==> src/rtl/fsm_pkg.sv <==
// Shared definitions for the serial pattern-detector FSMs: state width helper and overlap mode encodings.
package fsm_pkg;

    // Width needed to hold a matched-prefix length in 0..pat_w.
    function automatic int state_w(input int pat_w);
        return $clog2(pat_w + 1);
    endfunction

    localparam logic MODE_NON_OVERLAP = 1'b0;
    localparam logic MODE_OVERLAP     = 1'b1;

endpackage

==> src/rtl/sat_counter.sv <==
// Saturating up-counter with synchronous clear and asynchronous active-low reset.
module sat_counter #(
    parameter int W = 8
) (
    input  logic         clk,
    input  logic         reset,
    input  logic         clr,
    input  logic         inc,
    output logic [W-1:0] q
);

    always_ff @(posedge clk or negedge reset) begin
        if (!reset) begin
            q <= '0;
        end else if (clr) begin
            q <= '0;
        end else if (inc && (q != {W{1'b1}})) begin
            q <= q + 1'b1;
        end
    end

endmodule

==> src/rtl/fsm_seq_detect.sv <==
// Serial pattern detector: state is the matched prefix length, with KMP-style fallback,
// Moore and Mealy match flags, selectable overlap and a saturating match counter.
module fsm_seq_detect
    import fsm_pkg::*;
#(
    parameter int               PAT_W   = 4,
    parameter logic [PAT_W-1:0] PATTERN = 4'b1011,
    parameter int               CNT_W   = 8,
    localparam int              SW      = state_w(PAT_W)
) (
    input  logic             clk,
    input  logic             reset,
    input  logic             en,
    input  logic             din,
    input  logic             overlap,
    input  logic             clr,
    output logic             match_mealy,
    output logic             match_moore,
    output logic [CNT_W-1:0] match_cnt,
    output logic [SW-1:0]    prefix_len
);

    // Handshake: din is consumed only on a rising edge where en=1; en=0 freezes state and counter.

    localparam logic [SW-1:0] FULL = SW'(PAT_W);

    logic [SW-1:0] state;
    logic [SW-1:0] state_nxt;
    logic [SW-1:0] trans_from;
    logic [SW-1:0] fallback_len;

    function automatic logic pat_bit(input int idx);
        logic [PAT_W-1:0] sh;
        sh = PATTERN >> idx;
        return sh[0];
    endfunction

    // Longest suffix of (prefix_k, d) that is also a prefix of PATTERN; all lengths checked, longest wins.
    function automatic logic [SW-1:0] fallback(input logic [SW-1:0] k, input logic d);
        int            kk;
        logic          ok;
        logic [SW-1:0] best;
        kk   = int'(k);
        if (kk > PAT_W) kk = 0;
        best = '0;
        for (int l = 1; l <= PAT_W; l++) begin
            if (l <= kk + 1) begin
                ok = (d == pat_bit(PAT_W - l));
                for (int j = 0; j < PAT_W - 1; j++) begin
                    if ((j < l - 1) && (pat_bit(PAT_W - 1 - (kk - l + 1 + j)) != pat_bit(PAT_W - 1 - j))) begin
                        ok = 1'b0;
                    end
                end
                if (ok) best = SW'(l);
            end
        end
        return best;
    endfunction

    // State register
    always_ff @(posedge clk or negedge reset) begin
        if (!reset) begin
            state <= '0;
        end else begin
            state <= state_nxt;
        end
    end

    // Next-state logic; a completed match restarts from empty when overlap is off.
    always_comb begin
        trans_from = state;
        if ((state == FULL) && (overlap != MODE_OVERLAP)) begin
            trans_from = '0;
        end
        fallback_len = fallback(trans_from, din);
        state_nxt    = state;
        if (clr) begin
            state_nxt = '0;
        end else if (en) begin
            state_nxt = fallback_len;
        end
    end

    // Output logic
    always_comb begin
        match_mealy = en & (fallback_len == FULL) & ~clr;
        match_moore = (state == FULL);
        prefix_len  = state;
    end

    sat_counter #(
        .W(CNT_W)
    ) u_cnt (
        .clk  (clk),
        .reset(reset),
        .clr  (clr),
        .inc  (match_mealy),
        .q    (match_cnt)
    );

endmodule

==> config.mk <==
export PLATFORM = sky130hd
export DESIGN_NAME = fsm_seq_detect
export DESIGN_NICKNAME = d
export VERILOG_FILES = /design/src/rtl/fsm_pkg.sv /design/src/rtl/sat_counter.sv /design/src/rtl/fsm_seq_detect.sv
export SDC_FILE = /design/constraint.sdc
export NUM_CORES = 1
export LEC_CHECK = 0
export CORE_MARGIN = 3
export CORE_UTILIZATION = 45
export CTS_CLUSTER_DIAMETER = 60
export CTS_CLUSTER_SIZE = 12
export DETAILED_ROUTE_END_ITERATION = 7
export PLACE_DENSITY = 0.74
export SYNTH_ARGS = -nofsm -noshare
export SYNTH_HDL_FRONTEND = slang
export SYNTH_SLANG_ARGS = --single-unit
export TNS_END_PERCENT = 30
==> constraint.sdc <==
create_clock -name clk -period 8.6 [get_ports clk]
set_input_delay 2.58 -clock clk [delete_from_list [all_inputs] [get_ports clk]]
set_output_delay 2.58 -clock clk [all_outputs]
set_load 0.005 [all_outputs]
==> results of run 1 <==
-- layout make-up --
class                      instances  area [um^2]
multi-input combinational         66          518
inverter                           9         33.8
fill                             156          681
timing repair buffer              18          180
sequential                        11          275
tap                               25         31.3
clock buffer                       4         26.3
-- sequential cells by signal (all words and copies together) (netlist names) --
signal      count
u_cnt.q         8
prefix_len      3
-- power by group through the flow --
| stage | Sequential (mW) | Combinational (mW) | Clock [mW] |
|---|---|---|---|
| after floorplan | 0.0536 | 0.00701 | 0 |
| after global placement | 0.0537 | 0.0123 | 0 |
| after detailed placement | 0.0538 | 0.0126 | 0 |
| after CTS | 0.0527 | 0.0127 | 0.0359 |
| after global routing | 0.0528 | 0.0140 | 0.0398 |
| final | 0.0527 | 0.0126 | 0.0351 |
-- placed cells by master, fill, tap and decap left out, drive strengths merged, types with 2 or more instances in the layout --
cell type,n
xnor2,3
clkdlybuf4s50,18
nand2,4
dfrtp,11
ha,8
or3,3
o21ai,4
clkbuf,4
o32ai,2
nand3,6
xor2,2
nand4,2
nor2,5
inv,9
a21oi,5
-- worst max-delay path: cells and delay by family --
kind,cells,cell delay (ns)
AOI/OAI and AO/OA,1,0.20
xor gates and xnor gates,1,0.21
adders and majority gates,1,0.29
buffers and inverters,3,1.09
and+or+nand+nor,3,0.66
-- worst min path at each step --
| stage | start | end | slack, ns | depth (start not counted) |
|---|---|---|---|---|
| final | u_cnt.q[7] | u_cnt.q[7] | 0.53 | 1 |
| after global placement | u_cnt.q[7] | u_cnt.q[7] | 0.51 | 1 |
| after floorplan | u_cnt.q[7] | u_cnt.q[7] | 0.50 | 1 |
| after detailed placement | u_cnt.q[7] | u_cnt.q[7] | 0.52 | 1 |
| after CTS | u_cnt.q[7] | u_cnt.q[7] | 0.52 | 1 |
| after global routing | u_cnt.q[7] | u_cnt.q[7] | 0.55 | 1 |
-- layer usage --
layer  vias up  wire, um  global-route usage [%]
met4         0         0                    4.27
met2        27       889                    26.1
li1        364         -                       -
met3         0       115                    5.20
met5         -         0                       0
met1       348       822                    22.7
-- cells by family after synthesis --
kind of cell | Yosys count | synth area share (%)
fa+ha+maj | 8 | 11.8
simple gates | 29 | 21.3
compound gates | 22 | 18.2
xor+xnor | 5 | 7.40
flops | 11 | 32.5
buf+inv | 11 | 6.21
mux | 2 | 2.51
-- cell usage after synthesis (all sizes together) (2+ instances only) --
cell,n
dfrtp,11
inv,9
ha,8
nand3,6
a21oi,5
nor2,5
nand2,4
o21ai,4
or3,3
xnor2,3
buf,2
nand4,2
o32ai,2
xor2,2
-- stage by stage --
stage | instances | util (%) | cell area (um^2) | setup WS [ns]
after floorplan | 88 | - | 846 | 2.07
after global placement | 129 | 59.5 | 1040 | 1.06
after detailed placement | 129 | 59.5 | 1040 | 1.01
after CTS | 133 | 61.0 | 1060 | 0.992
after global routing | 133 | 61.0 | 1060 | 0.826
final | 133 | 61.0 | 1060 | 1.00
==> impl_results.md, run 1 <==
- Status: finished, final reports clean
- DRC violations left: 0
- Static leakage: 0.460 nW
- Syn-to-layout area delta: 25.9%
- Via-to-Cell Ratio: 5.56
- # port buffers: 18
- Max-Cap Viols: 0
- Flops & latches, synth: 11
- Drt pass-1 iters: 4
- Critical Path End Type: output port
- # diodes: 0
- Grt ovf: 0
- P per Cell Area: 94.3 mW/mm^2
- Slew of the pin with the lowest slew margin: 0.474 ns
- Antenna-violating nets left: 0
- CP Launch Point: overlap
- Worst endpoint required time: 6.02 ns
- Die area: 0.00244 mm^2
- DP HPWL: 1350 um
- RD Place Congestion: 0.814
- Final period util: 88.4%
- Vias in the first global route: 711
- Std-Cell Rows: 15
- Syn. warnings: 0
- Vias: 739
- Syn Nets: 102
- Avg Cell Area, Syn: 9.61 um^2
- Slew margin rel.: 68.3%
- H-tree levels: 1
- Area contributors post-synth: dfrtp_1 33%, ha_1 12%, inv_1 4.0%
- Clock skew: 0.00782 ns
- Worst Reg-to-Reg Cells: 10
- R2r setup slk: 5.68 ns
- Number of synthesized flops with an enable pin: 0
- CTS Buf Count: 3
- CP max FO: 4
- Largest net degree at the start of global routing: 15
- Register area share after synthesis: 32.5%
- Hold_ws: 0.525 ns
- Share of layout cells above drive strength 1: 6.48%
- Period minus WS final: 7.60 ns
- Worst r2r src: prefix_len[0]
- Clock latency on the worst-skew pair: 0.27 ns
- Asr flop ratio synth: 100%
- Slew Limit Fails: 0
- CP max stage cell: clkdlybuf4s50_1
- Root buffer cell: clkbuf_4
- Crit-path cells: clkdlybuf4s50_1 -> and4bb_4 -> xor2_4 -> inv_1 -> ha_1 -> o211a_1 -> nand3_1 -> nor3b_1 -> clkdlybuf4s50_1
- Setup repair after global routing missed its margin: no
- WL final: 1830 um
- CTS resizes: 0
- Final hold vios: 0
- Clock tree buffer depth: 2
- PnR Total Power: 100 uW
- Worst hold path type: reg -> reg
- Pint: 75.7 uW
- WL per Instance: 13.7 um
- Critical path class: in -> out
- Critical path's most frequent cell: clkdlybuf4s50_1
- Starting Density: 48.5%
- Post-Synthesis Cell Area: 846 um^2
- Fin Setup TNS: 0 ns
- I/O pins: 19
- Nets: 123
- Chip width: 49.4 um
- Hold-fix buffers at CTS: 0
- Max frequency: 132 MHz
- Clk slew on worst S/H paths: 0.06 ns
- Final setup fails: 0
- Clock network power share: 35.0%
- Die Y: 49.4 um
- Yosys top cell by area: dfrtp_1
- Cell variety after synth: 40
- Yosys top cell area share: 32.5%
- WP data arrival: 5.02 ns
- Antenna violations before repair: 0
- R2r endpoint: u_cnt.q[6]
- Power share of the combinational group: 12.5%
- Main flop type after synthesis: dfrtp_1
- P_sw: 24.7 uW
- Reg power frac: 52.5%
- Setup crit end: match_mealy
- Core Area: 0.00175 mm^2
- Critical path's largest stage delay: 0.53 ns
- CTS tree: built
- Mapped Cells: 88
- First-pass GRT wire length: 3260 um
- VDD IR max: 0.0907 mV
- Clock sink count: 11
- Sw Share: 24.6%
- CP Launch Type: primary input
- Post-CTS Setup Repair Bufs: 0
- DR iter-0 viols: 21
- Total track usage: 16.9%
No activity file was read; power rests on OpenSTA's default activity.
==> run 2, diff against run 1 <==
--- a/config.mk
+++ b/config.mk
@@ -5,12 +5,15 @@
 export SDC_FILE = /design/constraint.sdc
 export NUM_CORES = 1
 export LEC_CHECK = 0
+export ABC_CLOCK_PERIOD_IN_PS = 8600
+export CELL_PAD_IN_SITES_DETAIL_PLACEMENT = 1
+export CELL_PAD_IN_SITES_GLOBAL_PLACEMENT = 1
 export CORE_MARGIN = 3
-export CORE_UTILIZATION = 45
+export CORE_UTILIZATION = 40
 export CTS_CLUSTER_DIAMETER = 60
 export CTS_CLUSTER_SIZE = 12
 export DETAILED_ROUTE_END_ITERATION = 7
-export PLACE_DENSITY = 0.74
+export PLACE_DENSITY = 0.84
 export SYNTH_ARGS = -nofsm -noshare
 export SYNTH_HDL_FRONTEND = slang
 export SYNTH_SLANG_ARGS = --single-unit
==> run 2 against run 1 <==
Effect of this change: critical path depth did not move; wire length rose by 11%; flip-flop and latch count did not move; register-to-register slack got worse by 0.04 ns; via count fell by 0.41%; cell count rose by 1.5%; global-route usage rose by 0.95 points; first-iteration DRC count fell by 81%; worst hold slack improved by 0.0060 ns.
==> impl_results.md, run 2 (synthesis results as in run 1) <==
- # placed instances: 131 (was 129)
- Filler-free cell count of the finished design: 135 (was 133)
- Core Area: 0.00198 mm^2 (was 0.00175 mm^2)
- Slew margin rel.: 66.5% (was 68.3%)
- Hold_ws: 0.531 ns (was 0.525 ns)
- Max FFs per register: 8 (unchanged)
- Chip width: 52.0 um (was 49.4 um)
- Util after Layout: 53.9% (was 61.0%)
- CTS resizes: 0 (unchanged)
- Worst setup margin: 1.05 ns (was 1.00 ns)
- Setup repair after global routing missed its margin: no (unchanged)
- P per Cell Area: 95.8 mW/mm^2 (was 94.3 mW/mm^2)
- Clock skew: 0.00433 ns (was 0.00782 ns)
- First-pass GRT wire length: 3440 um (was 3260 um)
- Placement Setup Slack: 1.03 ns (was 1.01 ns)
- Status: finished, final reports clean (unchanged)
- Vias in the first global route: 753 (was 711)
- Final setup fails: 0 (unchanged)
- I/O pins: 19 (unchanged)
- Final hold vios: 0 (unchanged)
- CP Launch Type: primary input (unchanged)
- Die Y: 52.0 um (was 49.4 um)
- # diodes: 0 (unchanged)
- DR iter-0 viols: 4 (was 21)
- Post-CTS Setup Repair Bufs: 0 (unchanged)
- Starting Density: 42.7% (was 48.5%)
- Hold EP: u_cnt.q[7] (unchanged)
- Antenna violations before repair: 0 (unchanged)
- # port buffers: 18 (unchanged)
- Period minus WS final: 7.55 ns (was 7.60 ns)
- H-tree levels: 1 (unchanged)
- Die area: 0.00270 mm^2 (was 0.00244 mm^2)
- RD Place Congestion: 0.770 (was 0.814)
- Clk slew on worst S/H paths: 0.07 ns (was 0.06 ns)
- WL final: 2030 um (was 1830 um)
- Hold-fix buffers at CTS: 0 (unchanged)
- Critical path class: in -> out (unchanged)
- Worst endpoint required time: 6.02 ns (about the same)
- Most flop-heavy register: u_cnt.q (unchanged)
- Static leakage: 0.463 nW (was 0.460 nW)
- CTS Buf Count: 3 (unchanged)
- Commonest cells after routing, fill and taps aside: 18 x clkdlybuf4s50_1, 11 x dfrtp_1, 9 x inv_1, 8 x ha_1, 6 x nand3_1 (unchanged)
- Clock sink count: 11 (unchanged)
- CTS tree: built (unchanged)
- Via-to-Cell Ratio: 5.45 (was 5.56)
- Slew of the pin with the lowest slew margin: 0.501 ns (was 0.474 ns)
- Slew Limit Fails: 0 (unchanged)
- Clock tree buffer depth: 2 (unchanged)
- Max frequency: 132 MHz (about the same)
- R2r endpoint: u_cnt.q[6] (unchanged)
- Syn-to-layout area delta: 26.3% (was 25.9%)
- Hold path depth: 1 (unchanged)
- Root buffer cell: clkbuf_4 (unchanged)
- Grt ovf: 0 (unchanged)
- Vias: 736 (was 739)
- Clock latency on the worst-skew pair: 0.28 ns (was 0.27 ns)
- Worst Reg-to-Reg Cells: 10 (unchanged)
- R2r setup slk: 5.64 ns (was 5.68 ns)
- Nets: 123 (unchanged)
- WL per Instance: 15.1 um (was 13.7 um)
- Std-Cell Rows: 16 (was 15)
- Drt pass-1 iters: 4 (unchanged)
- CP max FO: 4 (unchanged)
- Min-delay src: u_cnt.q[7] (unchanged)
- Commonest non-fill, non-tap cell in the layout: clkdlybuf4s50_1 (unchanged)
- WP data arrival: 4.97 ns (was 5.02 ns)
- Total track usage: 17.9% (was 16.9%)
- Worst hold path type: reg -> reg (unchanged)
- Max-Cap Viols: 0 (unchanged)
- Antenna-violating nets left: 0 (unchanged)
- Final period util: 87.8% (was 88.4%)
- Share of layout cells above drive strength 1: 7.41% (was 6.48%)
- Largest net degree at the start of global routing: 15 (unchanged)
- VDD IR max: 0.0826 mV (was 0.0907 mV)
- Worst r2r src: prefix_len[0] (unchanged)
- DP HPWL: 1590 um (was 1350 um)
- Fin Setup TNS: 0 ns (unchanged)
- DRC violations left: 0 (unchanged)
- Critical Path End Type: output port (unchanged)
[run 2: worst max path at each step]
stage	start	to	depth (start not counted)
6_report	overlap	match_mealy	9
5_1_grt	overlap	match_mealy	9
4_1_cts	overlap	match_mealy	9
3_5_place_dp	overlap	match_mealy	9
3_3_place_gp	overlap	match_mealy	9
2_1_floorplan	overlap	match_mealy	7
[run 2: metal layers]
layer | vias up | track usage, % | part of all wire (%)
met5 | - | 0 | 0
met4 | 0 | 11.8 | 3.4
met3 | 7 | 3.72 | 2.7
met2 | 14 | 31.0 | 52
met1 | 354 | 19.3 | 42
li1 | 361 | - | -
[run 2: critical path, stage by stage]
cell and delay, ns:
clkdlybuf4s50_1 0.46, and4bb_4 0.29, xor2_4 0.21, inv_1 0.10
ha_1 0.28, o211a_1 0.19, nand3_1 0.13, nor3b_1 0.21
clkdlybuf4s50_1 0.53
[run 2: where the power goes]
group	leakage [nW]	total, mW	switching (mW)	internal [mW]
Sequential	0.153	0.0527	0.000744	0.0520
Combinational	0.292	0.0127	0.00690	0.00577
Clock	0.0177	0.0370	0.0197	0.0173
Total	0.463	0.102	0.0273	0.0751
[run 2: final cells by class]
| class | count | area (um^2) |
|---|---|---|
| clock buffers | 3 | 22.5 |
| clock inverters | 1 | 5.00 |
| fillers | 233 | 913 |
| inverters | 9 | 33.8 |
| multi-input cells | 66 | 518 |
| flip-flops and latches | 11 | 275 |
| well taps | 27 | 33.8 |
| repair buffers | 18 | 180 |
[run 2: per-stage QoR]
stage	cell area [um^2]	power [mW]
after floorplan	846	0.0606
after global placement	1040	0.0661
after detailed placement	1040	0.0666
after CTS	1070	0.104
after global routing	1070	0.108
final	1070	0.102
==> run 3, diff against run 2 <==
--- a/config.mk
+++ b/config.mk
@@ -14,6 +14,8 @@
 export CTS_CLUSTER_SIZE = 12
 export DETAILED_ROUTE_END_ITERATION = 7
 export PLACE_DENSITY = 0.84
+export SETUP_SLACK_MARGIN = 0.1
+export SLEW_MARGIN = 30
 export SYNTH_ARGS = -nofsm -noshare
 export SYNTH_HDL_FRONTEND = slang
 export SYNTH_SLANG_ARGS = --single-unit
==> results of run 3 <==
No change in the layout: final DEF, timing and power equal those of run 2.
